## src/rtl/usb_rx_pkg.sv

```systemverilog
// usb_rx_pkg: PID codes, SYNC/CRC constants, receive states and the serial CRC16 step.
package usb_rx_pkg;
  localparam logic [3:0] PID_ACK = 4'b0010;
  localparam logic [3:0] PID_NAK = 4'b1010;
  localparam logic [3:0] PID_DATA0 = 4'b0011;
  localparam logic [7:0] SYNC_PATTERN = 8'b1000_0000;
  localparam logic [15:0] CRC16_POLY = 16'h8005;
  localparam logic [15:0] CRC16_INIT = 16'hFFFF;
  localparam logic [15:0] CRC16_RESIDUAL = 16'h800D;
  localparam logic [6:0] PID_LAST = 7'd7;
  localparam logic [6:0] DATA_LAST = 7'd63;
  localparam logic [6:0] CRC_LAST = 7'd15;
  typedef enum logic [2:0] {HUNT, PID, HS_EOP, DATA, CRC, D_EOP, ERR} rx_state_t;
  function automatic logic [15:0] crc16_step(input logic [15:0] crc, input logic b);
    return {crc[14:0], 1'b0} ^ ((crc[15] ^ b) ? CRC16_POLY : 16'h0);
  endfunction
endpackage

```

## src/rtl/rx_packet_decoder_if.sv

```systemverilog
// rx_packet_decoder_if: bit stream from the line decoder and decoded results to the protocol handler.
interface rx_packet_decoder_if;
  logic bit_in, bit_valid, eop;
  logic ACK_rec, NAK_rec, DATA0_rec, crc_sending, crc_done, crc_valid, pid_error;
  logic [63:0] data0;
  modport master (
    output bit_in, bit_valid, eop,
    input ACK_rec, NAK_rec, DATA0_rec, crc_sending, crc_done, crc_valid, pid_error, data0
  );
  modport slave (
    input bit_in, bit_valid, eop,
    output ACK_rec, NAK_rec, DATA0_rec, crc_sending, crc_done, crc_valid, pid_error, data0
  );
endinterface

```

## src/rtl/usb_crc16_serial.sv

```systemverilog
// usb_crc16_serial: bit-serial USB CRC16, shared by the receive and transmit paths.
module usb_crc16_serial
  import usb_rx_pkg::*;
(
  input  logic        clock,
  input  logic        reset_n,
  input  logic        clear,
  input  logic        bit_valid,
  input  logic        bit_in,
  output logic [15:0] crc
);
  always_ff @(posedge clock)
    if (!reset_n || clear) crc <= CRC16_INIT;
    else if (bit_valid) crc <= crc16_step(crc, bit_in);
endmodule

```

## src/rtl/rx_packet_decoder.sv

```systemverilog
// rx_packet_decoder: hunts SYNC, checks the PID, collects a 64-bit DATA0 payload and verifies its CRC16.
module rx_packet_decoder
  import usb_rx_pkg::*;
(
  input logic clock,
  input logic reset_n,
  rx_packet_decoder_if.slave rx
);
  rx_state_t state, state_n;
  logic [6:0] win, win_n, cnt, cnt_n;
  logic [7:0] pid, pid_n;
  logic [62:0] shadow;
  logic [15:0] crc;
  logic bv, ack_n, nak_n, d0_n, done_n, perr_n;
  assign bv = rx.bit_valid & ~rx.eop;
  usb_crc16_serial u_crc (
    .clock(clock),
    .reset_n(reset_n),
    .clear(d0_n),
    .bit_valid(bv && (state == DATA || state == CRC)),
    .bit_in(rx.bit_in),
    .crc(crc)
  );
  always_comb begin
    state_n = state;
    win_n = (state == HUNT && !rx.eop) ? (bv ? {rx.bit_in, win[6:1]} : win) : 7'h0;
    pid_n = (state == PID && bv) ? {rx.bit_in, pid[7:1]} : pid;
    ack_n = 1'b0;
    nak_n = 1'b0;
    d0_n = 1'b0;
    done_n = 1'b0;
    perr_n = 1'b0;
    case (state)
      HUNT: if (bv && {rx.bit_in, win} == SYNC_PATTERN) state_n = PID;
      PID:
        if (rx.eop) begin
          state_n = HUNT;
          perr_n = 1'b1;
        end else if (bv && cnt == PID_LAST) begin
          if (pid_n[7:4] != ~pid_n[3:0]) state_n = ERR;
          else if (pid_n[3:0] == PID_ACK || pid_n[3:0] == PID_NAK) state_n = HS_EOP;
          else if (pid_n[3:0] == PID_DATA0) begin
            state_n = DATA;
            d0_n = 1'b1;
          end else state_n = ERR;
        end
      HS_EOP:
        if (rx.eop) begin
          state_n = HUNT;
          ack_n = pid[3:0] == PID_ACK;
          nak_n = pid[3:0] == PID_NAK;
        end else if (bv) state_n = ERR;
      DATA, CRC:
        if (rx.eop) begin
          state_n = HUNT;
          perr_n = 1'b1;
        end else if (bv && cnt == (state == DATA ? DATA_LAST : CRC_LAST))
          state_n = state == DATA ? CRC : D_EOP;
      D_EOP:
        if (rx.eop) begin
          state_n = HUNT;
          done_n = 1'b1;
        end else if (bv) state_n = ERR;
      ERR: if (rx.eop) state_n = HUNT;
      default: state_n = HUNT;
    endcase
    if (state_n == ERR && state != ERR) perr_n = 1'b1;
    cnt_n = state_n != state ? 7'd0 : (bv && (state == PID || state == DATA || state == CRC)) ? cnt + 7'd1 : cnt;
  end
  always_ff @(posedge clock) begin
    if (!reset_n) begin
      state <= HUNT;
      win <= '0;
      cnt <= '0;
      pid <= '0;
      shadow <= '0;
      rx.ACK_rec <= 1'b0;
      rx.NAK_rec <= 1'b0;
      rx.DATA0_rec <= 1'b0;
      rx.crc_sending <= 1'b0;
      rx.crc_done <= 1'b0;
      rx.crc_valid <= 1'b0;
      rx.pid_error <= 1'b0;
      rx.data0 <= '0;
    end else begin
      state <= state_n;
      win <= win_n;
      cnt <= cnt_n;
      pid <= pid_n;
      rx.ACK_rec <= ack_n;
      rx.NAK_rec <= nak_n;
      rx.DATA0_rec <= d0_n;
      rx.crc_sending <= state_n == CRC;
      rx.crc_done <= done_n;
      rx.crc_valid <= done_n && crc == CRC16_RESIDUAL;
      rx.pid_error <= perr_n;
      if (state == DATA && bv) shadow <= {rx.bit_in, shadow[62:1]};
      if (state == DATA && bv && cnt == DATA_LAST) rx.data0 <= {rx.bit_in, shadow};
    end
  end
endmodule

```

## src/flat_wrapper.sv

```systemverilog
// flat-port wrapper written by rule: the top's interface ports become plain ports
module rx_packet_decoder_flat import usb_rx_pkg::*;
  (clock, reset_n, rx_bit_in, rx_bit_valid, rx_eop, rx_ACK_rec, rx_NAK_rec, rx_DATA0_rec, rx_crc_sending, rx_crc_done, rx_crc_valid, rx_pid_error, rx_data0);
  rx_packet_decoder_if rx_i ();
  input logic clock;
  input logic reset_n;
  input wire logic [$bits(rx_i.bit_in)-1:0] rx_bit_in;
  input wire logic [$bits(rx_i.bit_valid)-1:0] rx_bit_valid;
  input wire logic [$bits(rx_i.eop)-1:0] rx_eop;
  output wire logic [$bits(rx_i.ACK_rec)-1:0] rx_ACK_rec;
  output wire logic [$bits(rx_i.NAK_rec)-1:0] rx_NAK_rec;
  output wire logic [$bits(rx_i.DATA0_rec)-1:0] rx_DATA0_rec;
  output wire logic [$bits(rx_i.crc_sending)-1:0] rx_crc_sending;
  output wire logic [$bits(rx_i.crc_done)-1:0] rx_crc_done;
  output wire logic [$bits(rx_i.crc_valid)-1:0] rx_crc_valid;
  output wire logic [$bits(rx_i.pid_error)-1:0] rx_pid_error;
  output wire logic [$bits(rx_i.data0)-1:0] rx_data0;
  assign rx_i.bit_in = rx_bit_in;
  assign rx_i.bit_valid = rx_bit_valid;
  assign rx_i.eop = rx_eop;
  assign rx_ACK_rec = rx_i.ACK_rec;
  assign rx_NAK_rec = rx_i.NAK_rec;
  assign rx_DATA0_rec = rx_i.DATA0_rec;
  assign rx_crc_sending = rx_i.crc_sending;
  assign rx_crc_done = rx_i.crc_done;
  assign rx_crc_valid = rx_i.crc_valid;
  assign rx_pid_error = rx_i.pid_error;
  assign rx_data0 = rx_i.data0;
  rx_packet_decoder u_core (.clock(clock), .reset_n(reset_n), .rx(rx_i));
endmodule
```

## config.mk

```make
export PLATFORM = sky130hd
export DESIGN_NAME = rx_packet_decoder_flat
export DESIGN_NICKNAME = d
export VERILOG_FILES = /design/src/rtl/usb_rx_pkg.sv /design/src/rtl/rx_packet_decoder_if.sv /design/src/rtl/usb_crc16_serial.sv /design/src/rtl/rx_packet_decoder.sv /design/src/flat_wrapper.sv
export SDC_FILE = /design/constraint.sdc
export NUM_CORES = 1
export LEC_CHECK = 0
export BUFFER_PORTS_ARGS = -buffer_cell sky130_fd_sc_hd__clkbuf_2
export CAP_MARGIN = 0
export CORE_MARGIN = 4
export CORE_UTILIZATION = 45
export DETAILED_ROUTE_END_ITERATION = 8
export GPL_ROUTABILITY_DRIVEN = 0
export PLACE_DENSITY = 0.69
export SETUP_SLACK_MARGIN = 0.1
export SLEW_MARGIN = 10
export SYNTH_ARGS = -nofsm -noshare
export SYNTH_HDL_FRONTEND = slang
export SYNTH_SLANG_ARGS = --single-unit
```

## constraint.sdc

```tcl
create_clock -name clock -period 2.9 [get_ports clock]
set_clock_uncertainty 0.15 [all_clocks]
set_input_delay 0.58 -clock clock [delete_from_list [all_inputs] [get_ports clock]]
set_output_delay 0.58 -clock clock [all_outputs]
set_load 0.1 [all_outputs]
```

# == Yosys cells after proc, flatten, opt, wreduce, memory -nomap -nowiden ==
# Index checks and enable logic that the tools add are counted.
# totals
reg_bits,175
latch_bits,0
ramBits,0
rom_bits,0
in_bits,5
out_inout_bits,71
elab_cells,93
mem_count,0
# op_classes
addsub,1
n_mul,0
div_mod_pow,0
order_cmp,0
n_eq_ne,21
shifts,0
muxes,26
bitwise_logic,6
reduce_logical,25
# ops
op,count
two-way mux 3 bit,11
"== test 16 bit, second input constant",1
two-way mux 16 bit,1
bitwise XOR 16 bit,1
"== test 3 bit, second input constant",5
one-hot mux 3 bit (5 select lines),1
"== test 4 x 2 -> 1 bit, second input constant",3
logical AND 1 bit,11
two-way mux 1 bit,11
"== test 4 bit, second input constant",2
"== test 8 bit, second input constant",1
two-way mux 8 bit,1
"adder 7 x 1 -> 7 bit, second input constant",1
"== test 7 x 3 -> 1 bit, second input constant",1
"== test 7 x 6 -> 1 bit, second input constant",1
== test 7 bit,1
"== test 3 x 2 -> 1 bit, second input constant",2
two-way mux 6 bit,1
OR reduction 2 bit,3
logical OR 1 bit,5
inequality test 4 bit,1
inverter 4 bit,1
"== test 3 x 1 -> 1 bit, second input constant",1
zero test 3 bit,1
other kinds (9),11

# == Longest topological paths before layout ==
# logic_depth
word_depth,14
ltp_mapped,8
mapped_depth_nobuf,7

# == Cells and area by module ==
# Synthesis repeated with hierarchy kept, for this count alone.
# unflattened
hier_cells,807
hier_area_um2,6608.8
# modules_own_cells
mod,n_inst,cells_per_inst,area_per_inst_um2,seq_area_each_um2
rx_packet_decoder,1,749,6004.5,3183.1
usb_crc16_serial,1,58,604.3,320.3

# == Worst setup path after synthesis ==
# Ideal clock, no wire load.
# synth_path
path_type,in2reg
from,in rx_eop
to,reg u_core.cnt[5]
setup_ns,0.086
t_arrival_ns,2.376
t_required_ns,2.664
setup_slack_ns,0.288
stages,7
path_buffers,1
path_cell_list,clkbuf_1 nand4bb_1 or4_1 a221oi_2 nor4_1 mux2_4 a211oi_1
# synth_between
elab_chain_cells,13
elab_cells_between_ends,28
classes_between,5 x eq/ne; 13 x mux; 3 x bitwise; 7 x reduce/logical
# synth_rtl
element,line,source
from (decl),flat_wrapper.sv:9,input wire logic [$bits(rx_i.eop)-1:0] rx_eop;
inverter 1 bit,rx_packet_decoder.sv:15,assign bv = rx.bit_valid & ~rx.eop;
bitwise AND 1 bit,rx_packet_decoder.sv:15,
logical AND 1 bit,rx_packet_decoder.sv:27,"pid_n = (state == PID && bv) ? {rx.bit_in, pid[7:1]} : pid;"
two-way mux 8 bit,rx_packet_decoder.sv:27,
== test 4 x 2 -> 1 bit (tied with other cells),rx_packet_decoder.sv:42,else if (pid_n[3:0] == PID_DATA0) begin
two-way mux 3 bit or logical OR 1 bit (tied branches),"rx_packet_decoder.sv:42, rx_packet_decoder.sv:41",
two-way mux 3 bit,rx_packet_decoder.sv:41,else if (pid_n[3:0] == PID_ACK || pid_n[3:0] == PID_NAK) state_n = HS_EOP;
two-way mux 3 bit,rx_packet_decoder.sv:40,if (pid_n[7:4] != ~pid_n[3:0]) state_n = ERR;
two-way mux 3 bit,rx_packet_decoder.sv:39,end else if (bv && cnt == PID_LAST) begin
two-way mux 3 bit,rx_packet_decoder.sv:36,if (rx.eop) begin
one-hot mux 3 bit (5 select lines),rx_packet_decoder.sv:33,case (state)
inequality test 3 bit,rx_packet_decoder.sv:68,cnt_n = state_n != state ? 7'd0 : (bv && (state == PID || state == DATA || state == CRC)) ? cnt + 7'd1 : cnt;
OR reduction 2 bit (no source line),-,
to (signal assigned),rx_packet_decoder.sv:88,cnt <= cnt_n;
to (decl),rx_packet_decoder.sv:10,"logic [6:0] win, win_n, cnt, cnt_n;"
# Parallel ways exist; a longest one is shown, timed or not.
# A chain may end at the register's enable or synchronous reset.

# == Worst setup path after layout ==
# layout_path
from,reg u_core.state[0]
to,reg u_core.cnt[5]
# layout_between
elab_chain_cells,12
elab_cells_between_ends,38
classes_between,12 x eq/ne; 15 x mux; 1 x bitwise; 10 x reduce/logical
# layout_rtl
element,line,source
from (decl),rx_packet_decoder.sv:9,"rx_state_t state, state_n;"
from (signal assigned),rx_packet_decoder.sv:86,state <= state_n;
== test 3 x 1 -> 1 bit,"rx_packet_decoder.sv:27, rx_packet_decoder.sv:33, rx_packet_decoder.sv:68",
logical AND 1 bit,rx_packet_decoder.sv:27,
two-way mux 8 bit,rx_packet_decoder.sv:27,
== test 4 x 2 -> 1 bit (tied with other cells),rx_packet_decoder.sv:42,
two-way mux 3 bit or logical OR 1 bit (tied branches),"rx_packet_decoder.sv:42, rx_packet_decoder.sv:41",
two-way mux 3 bit,rx_packet_decoder.sv:41,
two-way mux 3 bit,rx_packet_decoder.sv:40,
two-way mux 3 bit,rx_packet_decoder.sv:39,
two-way mux 3 bit,rx_packet_decoder.sv:36,
one-hot mux 3 bit (5 select lines),rx_packet_decoder.sv:33,
inequality test 3 bit,rx_packet_decoder.sv:68,
OR reduction 2 bit (no source line),-,
# Parallel ways exist; a longest one is shown, timed or not.

==> results.json <==
{
  "status": "finished clean",
  "layout.nets": 899,
  "hold_class": "reg2reg",
  "clk_latency_ns": 0.42,
  "die_x_um": 131.8,
  "avgViaCountPerCell": 5.106,
  "ys_seq_area_frac": 0.5082,
  "synthTopCellsByArea": "dfxtp_1 (51%), nand2_1 (17%), a21boi_0 (15%), clkbuf_1 (3.0%), nand3_1 (1.3%)",
  "synth_top_cell_area_share": 0.5082,
  "drtIter0Drc": 447,
  "fin_crit_sh": 0.9021,
  "area_delta_synth_final_pct": 17.70,
  "antenna_found_initial": 0,
  "syn_avg_cell_area_um2": 8.276,
  "grt_pass1_vias": 5128,
  "power.leakage_nw": 2.882,
  "hp-start": "u_core.rx.data0[23]",
  "min_to": "u_core.rx.data0[23]",
  "vdd_drop_max_v": 0.0003768,
  "drive_gt1_frac": 0.1556,
  "slowest_stage": "or4_1",
  "root_buffer": "clkbuf_16",
  "worstPathRequired_ns": 3.09,
  "synthFlopType": "dfxtp_1",
  "synth_area_um2": 6894,
  "grt_max_degree": 98,
  "finalSetupTns_ns": 0,
  "core_um2": 14750,
  "synth-async-reset-ratio": 0,
  "finalHoldViolations": 0,
  "cts.clk_slew.worst_paths_ns": 0.07,
  "crit_chain": "or3b_4 -> or4_1 -> a221oi_2 -> nor4_1 -> mux2_4 -> a211oi_1",
  "setup_viol": 0,
  "yosys.cell_types.count": 45,
  "ant_nets": 0,
  "track_usage": 0.1676,
  "timing.final.crit_period_ns": 2.616,
  "worstMarginPinSlew_ns": 0.6638,
  "reg2reg_depth": 6,
  "max_freq_ghz": 0.3823,
  "die_area_um2": 17360,
  "cp_slowest_stage_delay_ns": 0.55,
  "cp.arrival_ns": 2.80,
  "r2r_setup_slack_ns": 0.28,
  "yosys_warnings": 0,
  "crit_type": "reg2reg",
  "relSlewSlack": 0.5574,
  "wl_per_cell_um": 13.09,
  "hold_path_depth": 2,
  "holdWs_ns": 0.3123,
  "rows": 44,
  "critPathCaptureType": "flop",
  "netlist_instances": 833,
  "cts_max_path_buffers": 2,
  "cts-buffers-inserted": 17,
  "grt_pass1_wl_um": 24670,
  "start_util": 0.4673,
  "path_delay_family": "simple AND/OR/NAND/NOR gates",
  "crit_path_max_fanout": 10,
  "r2r_start": "u_core.state[0]",
  "num_vias": 5566,
  "wl_um": 14270,
  "n_antenna_cell": 0,
  "cts_tree": "built",
  "dr.pass1.iters": 5,
  "drc": 0,
  "io_buffers": 75,
  "dpl.hpwl_um": 8667,
  "final_max_slew_viol_count": 0,
  "synth_nets": 839,
  "htree_levels": 4,
  "cts_post_setup_buffers_inserted": 0,
  "synth_top_area_cell": "dfxtp_1",
  "clkSinkCount": 175,
  "rsz0062_at_grt": "false",
  "synth_edf_count": 0,
  "crit_buf_inv": 0,
  "overflow": 0,
  "cp-start-kind": "flop",
  "ys_ff_latch": 175,
  "power.density_nw_per_um2": 586.5,
  "drv_cap": 0,
  "io_pins": 76,
  "rr_endpoint": "u_core.cnt[5]",
  "die_h_um": 131.8
}
## through the flow
stage                     utilization  instance area [um^2]  total power, mW  worst slack [ns]  std cells
after global routing           0.5499                  8114            4.947            0.1763       1090
after floorplan                     -                  6894            2.534            0.2881        833
after detailed placement       0.5094                  7516            2.563           0.06769       1058
after global placement         0.5094                  7516            2.564            0.1573       1058
final                          0.5499                  8114            4.759            0.2840       1090
after CTS                      0.5496                  8109            4.822            0.2353       1090
## synth_stat cells, drive strengths merged (5+ instances only)
master,n
nand3,18
a21boi,135
nor4b,5
nand2,320
nor2,10
o21ai,14
a21oi,15
xor2,5
nor3,11
clkbuf,55
nand4,6
xnor2,5
a211oi,5
dfxtp,175
## state kept, by name, summed over array words and instances, names as in the netlist
| name | count |
|---|---|
| u_core.rx.crc_sending | 1 |
| u_core.cnt | 7 |
| u_core.shadow | 63 |
| u_core.rx.ACK_rec | 1 |
| u_core.rx.DATA0_rec | 1 |
| u_core.win | 7 |
| u_core.state | 3 |
| u_core.rx.crc_valid | 1 |
| u_core.rx.NAK_rec | 1 |
| u_core.pid | 8 |
| u_core.u_crc.crc | 16 |
| u_core.rx.pid_error | 1 |
| u_core.rx.data0 | 64 |
| u_core.rx.crc_done | 1 |
## how the worst max path moves through the flow
stage	cells past startpoint	start	slack, ns	end
2_1_floorplan	7	rx_eop	0.29	u_core.cnt[5]
3_3_place_gp	7	rx_eop	0.16	u_core.cnt[5]
3_5_place_dp	7	rx_eop	0.07	u_core.cnt[5]
4_1_cts	6	u_core.state[0]	0.24	u_core.cnt[5]
5_1_grt	6	u_core.state[0]	0.18	u_core.cnt[5]
6_report	6	u_core.state[0]	0.28	u_core.cnt[5]
## where the power goes
group | switching, mW | internal, mW
Clock | 0.943 | 1.31
Sequential | 0.00223 | 2.40
Combinational | 0.0570 | 0.0453
Total | 1.00 | 3.76
## placed cells by master, fill, tap and decap left out, types with 5 or more instances in the layout
master and count:
o21ai_0 14, xor2_1 5, nor2_1 9, buf_4 19
nand4_1 6, nand2_1 319, clkbuf_2 74, clkbuf_8 5
clkbuf_16 17, dfxtp_1 175, nand3_1 18, a21oi_1 15
xnor2_1 5, a21boi_0 135, nor3_1 10, nor4b_1 5
## worst min-delay path, delay by kind of cell, from the launching register on
| family | cells | cell delay, ns |
|---|---|---|
| compound gates | 1 | 0.06 |
| flops | 1 | 0.31 |
| simple gates | 1 | 0.04 |
## what timing repair did
item                       CTS  global route
setup endpoints to repair    0             7
resized for setup            0             1
hold buffers                 0             0
## logic make-up after synthesis
logic type / Yosys count / synth area share
DFF: 175 / 0.5082
and+or+nand+nor: 404 / 0.2508
muxes: 2 / 0.003629
xor gates and xnor gates: 10 / 0.01270
AOI/OAI and AO/OA: 182 / 0.1897
adders and majority gates: 1 / 0.001815
buffers and inverters: 59 / 0.03321
## area by class of cell
| class | count | area (um^2) |
|---|---|---|
| fillers | 1408 | 6640 |
| multi-input cells | 599 | 3183 |
| clock inverters | 10 | 98.84 |
| flip-flops and latches | 175 | 3503 |
| well taps | 184 | 230.2 |
| clock buffers | 22 | 494.2 |
| inverters | 3 | 11.26 |
| repair buffers | 97 | 593.1 |
## layer usage
metal	GRT usage	part of all wire	up-vias
met5	0	0	-
li1	-	-	2889
met1	0.2231	0.49	2580
met2	0.2676	0.46	83
met4	0.05601	0.012	0
met3	0.04198	0.035	14
(Power assumes the default switching activity.)
